File: src/rtl/seq_ctrl_pkg.sv
// seq_ctrl_pkg: shared FSM states, default pattern and saturating increment
package seq_ctrl_pkg;
  typedef enum logic [1:0] {IDLE, LOAD, SHIFT, REPORT} state_t;
  localparam int DEF_PAT_W = 4;
  localparam logic [DEF_PAT_W-1:0] DEF_PATTERN = 4'b1001;
  function automatic int sat_inc(input int v, input int mx);
    return v >= mx ? mx : v + 1;
  endfunction
endpackage

File: src/rtl/seq_det_core.sv
// seq_det_core: overlapping Mealy detector of PATTERN, MSB first, state is longest matched prefix
module seq_det_core import seq_ctrl_pkg::*; #(
  parameter int PAT_W = DEF_PAT_W,
  parameter logic [PAT_W-1:0] PATTERN = PAT_W'(DEF_PATTERN)
) (
  input  logic clk,
  input  logic reset,
  input  logic clear,
  input  logic valid,
  input  logic bit_in,
  output logic hit
);
  localparam int SW = PAT_W > 1 ? $clog2(PAT_W) : 1;
  logic [SW-1:0] st;
  function automatic logic pbit(input int p);
    logic [PAT_W-1:0] t;
    t = PATTERN >> (PAT_W - 1 - p);
    return t[0];
  endfunction
  function automatic int nxt(input int s, input logic b);
    int best;
    logic ok, xb;
    best = 0;
    for (int k = 1; k < PAT_W; k++) begin
      ok = k <= s + 1;
      for (int i = 0; i < PAT_W; i++) begin
        xb = (s + 1 - k + i == s) ? b : pbit(s + 1 - k + i);
        if (ok && i < k && xb != pbit(i)) ok = 1'b0;
      end
      if (ok) best = k;
    end
    return best;
  endfunction
  always_comb hit = valid && int'(st) == PAT_W - 1 && bit_in == PATTERN[0];
  always_ff @(posedge clk)
    st <= (!reset || clear) ? '0 : valid ? SW'(nxt(int'(st), bit_in)) : st;
endmodule

File: src/rtl/seq_det_scheduler.sv
// seq_det_scheduler: round-robin sharing of one serial pattern detector among NREQ word requesters
module seq_det_scheduler import seq_ctrl_pkg::*; #(
  parameter int NREQ = 4,
  parameter int WORD_W = 8,
  parameter int PAT_W = DEF_PAT_W,
  parameter logic [PAT_W-1:0] PATTERN = PAT_W'(DEF_PATTERN),
  parameter int CNT_W = 4
) (
  input  logic                     clk,
  input  logic                     reset,
  input  logic [NREQ-1:0]          req,
  input  logic [NREQ*WORD_W-1:0]   word,
  output logic [NREQ-1:0]          gnt,
  output logic                     busy,
  output logic                     done,
  output logic [$clog2(NREQ)-1:0]  done_id,
  output logic [CNT_W-1:0]         match_cnt,
  output logic                     hit
);
  localparam int IW = $clog2(NREQ);
  localparam int BW = WORD_W > 1 ? $clog2(WORD_W) : 1;
  state_t st;
  logic [IW-1:0] idx, ptr, sel;
  logic [WORD_W-1:0] shreg;
  logic [BW-1:0] bitcnt;
  logic [CNT_W-1:0] cnt, nc;
  seq_det_core #(.PAT_W(PAT_W), .PATTERN(PATTERN)) u_core (
    .clk,
    .reset,
    .clear(st == LOAD),
    .valid(st == SHIFT),
    .bit_in(shreg[WORD_W-1]),
    .hit
  );
  always_comb begin
    sel = '0;
    for (int k = NREQ; k >= 1; k--)
      if (req[IW'((int'(ptr) + k) % NREQ)]) sel = IW'((int'(ptr) + k) % NREQ);
  end
  always_comb nc = hit ? CNT_W'(sat_inc(int'(cnt), (1 << CNT_W) - 1)) : cnt;
  always_ff @(posedge clk) begin
    if (!reset) begin
      st <= IDLE;
      gnt <= '0;
      busy <= 1'b0;
      done <= 1'b0;
      done_id <= '0;
      match_cnt <= '0;
      ptr <= IW'(NREQ - 1);
      idx <= '0;
      shreg <= '0;
      bitcnt <= '0;
      cnt <= '0;
    end else begin
      gnt <= '0;
      done <= 1'b0;
      case (st)
        IDLE: if (|req) begin
          idx <= sel;
          gnt <= NREQ'(1) << sel;
          busy <= 1'b1;
          st <= LOAD;
        end
        LOAD: begin
          shreg <= word[int'(idx)*WORD_W +: WORD_W];
          bitcnt <= '0;
          cnt <= '0;
          st <= SHIFT;
        end
        SHIFT: begin
          shreg <= shreg << 1;
          bitcnt <= bitcnt + 1'b1;
          cnt <= nc;
          if (bitcnt == BW'(WORD_W - 1)) begin
            done <= 1'b1;
            done_id <= idx;
            match_cnt <= nc;
            st <= REPORT;
          end
        end
        default: begin
          ptr <= idx;
          busy <= 1'b0;
          st <= IDLE;
        end
      endcase
    end
  end
endmodule

File: config.mk
export PLATFORM = sky130hd
export DESIGN_NAME = seq_det_scheduler
export DESIGN_NICKNAME = d
export VERILOG_FILES = /design/src/rtl/seq_ctrl_pkg.sv /design/src/rtl/seq_det_core.sv /design/src/rtl/seq_det_scheduler.sv
export SDC_FILE = /design/constraint.sdc
export NUM_CORES = 1
export LEC_CHECK = 0
export CAP_MARGIN = 10
export CORE_AREA = 2 2 66 74
export CTS_BUF_LIST = sky130_fd_sc_hd__clkbuf_16
export DETAILED_ROUTE_END_ITERATION = 8
export DIE_AREA = 0 0 68 76
export PLACE_DENSITY_LB_ADDON = 0.08
export SLEW_MARGIN = 20
export SYNTH_ARGS = -nofsm -noshare
export SYNTH_HDL_FRONTEND = slang
export SYNTH_SLANG_ARGS = --single-unit
File: constraint.sdc
create_clock -name clk -period 3.2 [get_ports clk]
set_clock_uncertainty 0.2 [all_clocks]
set_input_delay 0.64 -clock clk [delete_from_list [all_inputs] [get_ports clk]]
set_output_delay 0.64 -clock clk [all_outputs]
set_load 0.02 [all_outputs]
==> results.md, run 1 <==
* Static Leak at about 1.1 nW
* Outcome: finished, final reports clean
* CP Cell Sequence: inv_1 -> ha_1 -> xnor2_2 -> ha_1 -> a2111oi_2 -> a31oi_1 -> mux2i_1 -> o311ai_0
* Post-Syn Nets at around 280
* Reg clk slew, reported paths at roughly 0.05 ns
* Post-synthesis instance total at around 220
* Crit path top cell by count: ha_1
* Vias per cell at 5.240
* Clock share of power at 0.248
* Max Slew Vio Count at 0
* Critical path type: flip-flop to flip-flop
* Via Count at ~1700
* Main area contributors after synthesis: dfxtp_1, ha_1, mux4_2
* Min Tclk post-route at roughly 2.9 ns
* Ports at 51
* Die area at approximately 0.0052 sq mm
* Initial Util at 0.4660
* ANT nets after route at 0
* Grt ovf at 0
* Syn Area/Cell at a little over 9 sq um
* Net switching power at 636.7 uW
* Crit path buf inv count at 1
* Area Growth Syn to Fin at 32.77%
* Setup bufs post-CTS at 0
* Placer congestion estimate at between 0.7 and 0.8
* Switch share at 0.3453
* Final setup violation count at 0
* Clk sink count at 35
* Num CTS Buffers at 5
* Vias in the first global route at between 1500 and 2000
* Cell taking the most area after synthesis: dfxtp_1
* FFs w/ async S/R, synth at 0
* WL/cell at roughly 12 um
* Drt drc at 0
* Post-synth top area share at 0.3349
* Post-synth EDFFs at 0
* Fmax at approximately 350 MHz
* Clk_lat worst skew at around 0.28 ns
* DRT Wirelength at approximately 3.9 mm
* Core Area at 0.004489 sq mm
* Sequential share of the synthesized area at 0.3349
* PostCTS Resize Cnt at 0
* CP arrival at between 2 and 3 ns
* HPWL Detailed at between 2 and 3 mm
* RSZ-0062 raised after global routing: no
* Worst Hold Class: flip-flop to flip-flop
* Ant. Diodes at 0
* Tcrit/Tclk final at 0.8964
* Peak VDD IR at between 0.0004 and 0.0005 V
* All-Layer GR Usage at 0.1739
* Max-cap violations at 0
* H-tree Lvls at 2
* FF+latch count, synth at 35
* Combinational power share at 0.415
* Netlist cell types at 39
* Worst-margin pin slew at 0.6269 ns
* DRT Pass-1 Iters at 4
* Wire length of the first global-routing pass at between 7 and 8 mm
* Yosys warnings at 0
* Post-Syn Area at about 0.0021 sq mm
* Final Hold Violating Endpoints at 0
* Drt first-iter violations at just under 80
* Critical Path Start Type: flip-flop
* Crit. End Element: flip-flop
* Largest net degree at the start of global routing at 32
* CTS tree: done
* Hold WS at approximately 0.27 ns
* Clock tree buffer depth at 2
* Port bufs at 50
* CP delay by family, top: adder cells
* Setup TNS Final at 0 ns
* Main synth FF type: dfxtp_1
* Worst-path fanout max at 9
* CP max stage cell: dfxtp_1
* Initial antenna violation count at 0
* Sequential Power Share at 0.337
* Chip width at slightly below 70 um
* Die height at between 70 and 80 um
* FP Rows at 26
* Internal Power at approximately 1.2 mW
* Worst path max stage delay at 0.54 ns
* Clk root buf: clkbuf_16
* Share of cells above drive strength 1 at 0.08059
* # nets final at roughly 330
* Relative slew slack at 0.5815
* Cts hold-fix bufs at 0
* Critical Path RT at 3.17 ns
* Pwr dens at about 660 mW/mm^2
-- worst reg2reg max path: cells and delay by family, from the launching register on --
kind | cells | cell delay, ns
multiplexers | 1 | 0.15
XOR/XNOR | 1 | 0.20
buffers and inverters | 1 | 0.14
AO/OA/AOI/OAI | 3 | 0.77
adder cells (fa/ha/maj) | 2 | 0.77
flip-flops | 1 | 0.54
-- per-stage QoR --
step / power (mW) / setup slack [ns] / cell area [sq um] / utilization / instances
2_1_floorplan: 1.211 / 0.5215 / 2092 / - / 224
3_3_place_gp: 1.393 / 0.4121 / 2638 / 0.5875 / 321
3_5_place_dp: 1.407 / 0.3287 / 2638 / 0.5875 / 321
4_1_cts: 1.872 / 0.3053 / 2778 / 0.6187 / 329
5_1_grt: 1.985 / 0.1237 / 2778 / 0.6187 / 329
6_report: 1.844 / 0.3317 / 2778 / 0.6187 / 329
-- cells in the mapped netlist, types with 2 or more instances --
master	count
nand3_1	10
xnor2_1	2
nor2_1	7
nand2b_1	8
o221a_2	2
and3_1	2
o21ai_0	6
nor4_1	2
clkbuf_1	9
mux2i_1	14
nand2_1	26
ha_1	16
o22ai_1	6
dfxtp_1	35
a21boi_0	6
a21oi_1	6
buf_2	2
nor2b_1	6
and2_1	10
nor3_1	3
inv_1	13
o211a_1	8
mux4_2	8
a31oi_1	2
-- cells in the final DEF, fill, tap and decap left out, drive strengths merged, types with 2 or more instances in the layout --
cell,instances
a21boi,6
a21oi,6
a31oi,2
and2,10
and3,2
buf,3
clkbuf,5
clkdlybuf4s50,50
clkinv,2
dfxtp,35
ha,16
inv,13
mux2i,14
mux4,8
nand2,26
nand2b,8
nand3,10
nor2,7
nor2b,6
nor3,3
nor4,2
o211a,8
o21ai,6
o221a,2
o22ai,6
xnor2,3
-- registers in the layout (all words and copies together), names as in the netlist --
name and flops:
shreg 8, cnt 4, gnt 4, match_cnt 4, bitcnt 3, done_id 2
idx 2, ptr 2, st 2, u_core.st 2, busy 1, done 1
-- metal layers --
| layer | vias to the layer above | global-route usage | part of all wire |
|---|---|---|---|
| li1 | 896 | - | - |
| met1 | 786 | 0.2108 | 0.46 |
| met2 | 35 | 0.2913 | 0.49 |
| met3 | 7 | 0.04874 | 0.039 |
| met4 | 0 | 0.05400 | 0.013 |
| met5 | - | 0 | 0 |
-- power by group through the flow --
stage               combinational [mW]  sequential, mW  clock [mW]
floorplan                        0.608           0.603           0
global placement                 0.762           0.630           0
detailed placement               0.773           0.634           0
CTS                              0.775           0.625       0.471
global route                     0.857           0.637       0.491
finish                           0.766           0.621       0.457
-- kinds of logic (layout without fill, tap and decap cells) --
group	Yosys count	count (layout)	synth area share
simple gates	78	78	0.1878
compound gates	43	43	0.1543
flops	35	35	0.3349
buf+inv	25	74	0.04605
mux	23	23	0.1603
fa+ha+maj	17	17	0.1005
xor+xnor	3	3	0.01615
-- final timing paths --
| path | slack (ns) | startpoint | cells past startpoint | to |
|---|---|---|---|---|
| min reg2reg | 0.27 | done_id[0] | 2 | done_id[0] |
| max | 0.33 | u_core.st[0] | 8 | u_core.st[0] |
| min | 0.27 | done_id[0] | 2 | done_id[0] |
| max reg2reg | 0.33 | u_core.st[0] | 8 | u_core.st[0] |
-- final cells by class --
class | instances | area, sq um
repair buffers | 53 | 523.0
well taps | 56 | 70.07
inverters | 13 | 48.80
multi-input cells | 164 | 1295
clock inverters | 3 | 15.01
fillers | 399 | 1712
flip-flops and latches | 35 | 700.7
clock buffers | 5 | 125.1
(Power assumes the default switching activity.)
==> inputs of run 2 (changes only) <==
- CELL_PAD_IN_SITES_DETAIL_PLACEMENT: default -> 0
- CELL_PAD_IN_SITES_GLOBAL_PLACEMENT: default -> 1
- CORE_AREA: 2 2 66 74 -> 2 2 75 84
- DIE_AREA: 0 0 68 76 -> 0 0 77 86
==> run 2 against run 1 <==
Design area up 2.3%; count of clock-buffer cells in the layout unchanged; cell count up 6.7%; first-iteration DRC count up 6.4%; critical endpoint is now hit; highest routed layer unchanged; critical path type is now flip-flop to output port; sequential power about the same.
==> results.md, run 2 (synthesis results as in run 1) <==
* Pwr dens at between 600 and 700 mW/mm^2
* H-tree Lvls at 2
* Share of cells above drive strength 1 at 0.09124
* Die area at around 0.0066 sq mm
* ANT nets after route at 0
* Fmax at between 300 and 400 MHz
* Static Leak at 1.108 nW
* Critical Path Start Type: flip-flop
* Largest net degree at the start of global routing at 32
* CP max stage cell: clkdlybuf4s50_1
* Biggest register: shreg
* Wire length of the first global-routing pass at just under 8 mm
* Final setup violation count at 0
* DRT Pass-1 Iters at 4
* Clk sink count at 35
* Core Area at 0.005733 sq mm
* Worst path max stage delay at ~0.64 ns
* Outcome: finished, final reports clean
* Relative slew slack at 0.5646
* Final instance area at 0.002840 sq mm
* Cts hold-fix bufs at 0
* Placer congestion estimate at around 0.73
* Ant. Diodes at 0
* Peak VDD IR at 0.0003284 V
* Drt first-iter violations at 83
* HPWL Detailed at 3.209 mm
* Met1 Resource Use GR at 0.1795
* CP Cell Sequence: buf_4 -> ha_1 -> and3_1 -> clkdlybuf4s50_1
* Placed cell area at around 0.0027 sq mm
* Area Growth Syn to Fin at 35.77%
* Initial Util at 0.3649
* Clk_lat worst skew at 0.27 ns
* Most frequent cells in the layout: clkdlybuf4s50_1, dfxtp_1, nand2_1
* RSZ-0062 raised after global routing: no
* Largest register FFs at 8
* Worst-margin pin slew at 0.6522 ns
* Commonest non-fill, non-tap cell in the layout: clkdlybuf4s50_1
* Clk root buf: clkbuf_16
* Max Slew Vio Count at 0
* Ports at around 50
* Critical Path RT at 2.36 ns
* Min Tclk post-route at approximately 2.8 ns
* Num CTS Buffers at 5
* PostCTS Resize Cnt at 0
* Vias in the first global route at between 1500 and 2000
* Area taken by multi-input logic gates at roughly 0.0013 sq mm
* Crit. End Element: output port
* Layer carrying the most global-route usage: met2
* Final Hold Violating Endpoints at 0
* CTS tree: done
* Final total power at slightly below 2 mW
* Drt drc at 0
* Worst-path fanout max at 8
* Grt ovf at 0
* Clock tree buffer depth at 2
* FP Rows at 29
* DRT Wirelength at approximately 4.3 mm
* WL/cell at approximately 12 um
* Worst Hold Class: flip-flop to flip-flop
* Setup TNS Final at 0 ns
* All-Layer GR Usage at 0.1408
* Tcrit/Tclk final at 0.8619
* Die height at 86 um
* Filler Cell Count at 595
* Initial antenna violation count at 0
* Port bufs at 50
* GR met2 Demand/Resource at 0.2432
* Chip width at between 70 and 80 um
* # nets final at 327
* Max-cap violations at 0
* Setup bufs post-CTS at 0
* Met3 usage in global routing at 0.03474
* Vias per cell at around 5
* Reg clk slew, reported paths at roughly 0.06 ns
* Via Count at between 1500 and 2000
* Register area at between 700 and 800 sq um
* CP arrival at 1.92 ns
* Critical path type: flip-flop to output port
-- run 2: changes by cell type in the layout (fill, tap and decap cells not counted) --
cell | previous run | this run
clkinvlp_4 | 1 | 0
clkinv_2 | 0 | 1
bufinv_16 | 0 | 1
clkinv_1 | 2 | 0
clkinv_4 | 0 | 1
buf_4 | 3 | 4
-- run 2: per-layer routing --
layer / wire length, um / part of all wire
met1: 2013 / 0.47
met4: 27 / 0.0063
met2: 2100 / 0.49
met5: 0 / 0
met3: 149 / 0.035
-- run 2: metrics by stage --
stage | cells | setup WS [ns] | utilization | hold slack [ns]
after floorplan | 224 | 0.5215 | - | 0.2537
after global placement | 343 | 0.5383 | 0.4660 | 0.2593
after detailed placement | 343 | 0.4849 | 0.4660 | 0.2696
after CTS | 351 | 0.4078 | 0.4954 | 0.2781
after global routing | 351 | 0.2618 | 0.4954 | 0.2967
final | 351 | 0.4420 | 0.4954 | 0.2701
-- run 2: final cells by class --
type / count / share of cell area
Clock buffer: 5 / 0.04405
Tap cell: 77 / 0.03392
Inverter: 13 / 0.01718
Clock inverter: 3 / 0.01542
Timing Repair Buffer: 54 / 0.1868
Multi-Input combinational cell: 164 / 0.4559
Sequential cell: 35 / 0.2467
-- run 2: final timing paths --
check             slack [ns]         start           end  cells past startpoint
hold reg to reg         0.27    done_id[1]    done_id[1]                      2
setup reg to reg        0.49  u_core.st[1]  u_core.st[1]                      8
hold / removal          0.27    done_id[1]    done_id[1]                      2
setup / recovery        0.44  u_core.st[0]           hit                      4
-- run 2: report_power, final --
part | internal (mW) | switching, mW | total [mW]
clock | 0.367 | 0.188 | 0.555
combinational | 0.399 | 0.378 | 0.778
sequential | 0.528 | 0.0898 | 0.618
total | 1.29 | 0.656 | 1.95
-- run 2: critical path: cells and delay by family (launching register included) --
family / cells / cell delay [ns]
AND/OR/NAND/NOR: 1 / 0.29
buffers and inverters: 2 / 0.81
flip-flops: 1 / 0.33
adder cells (fa/ha/maj): 1 / 0.21
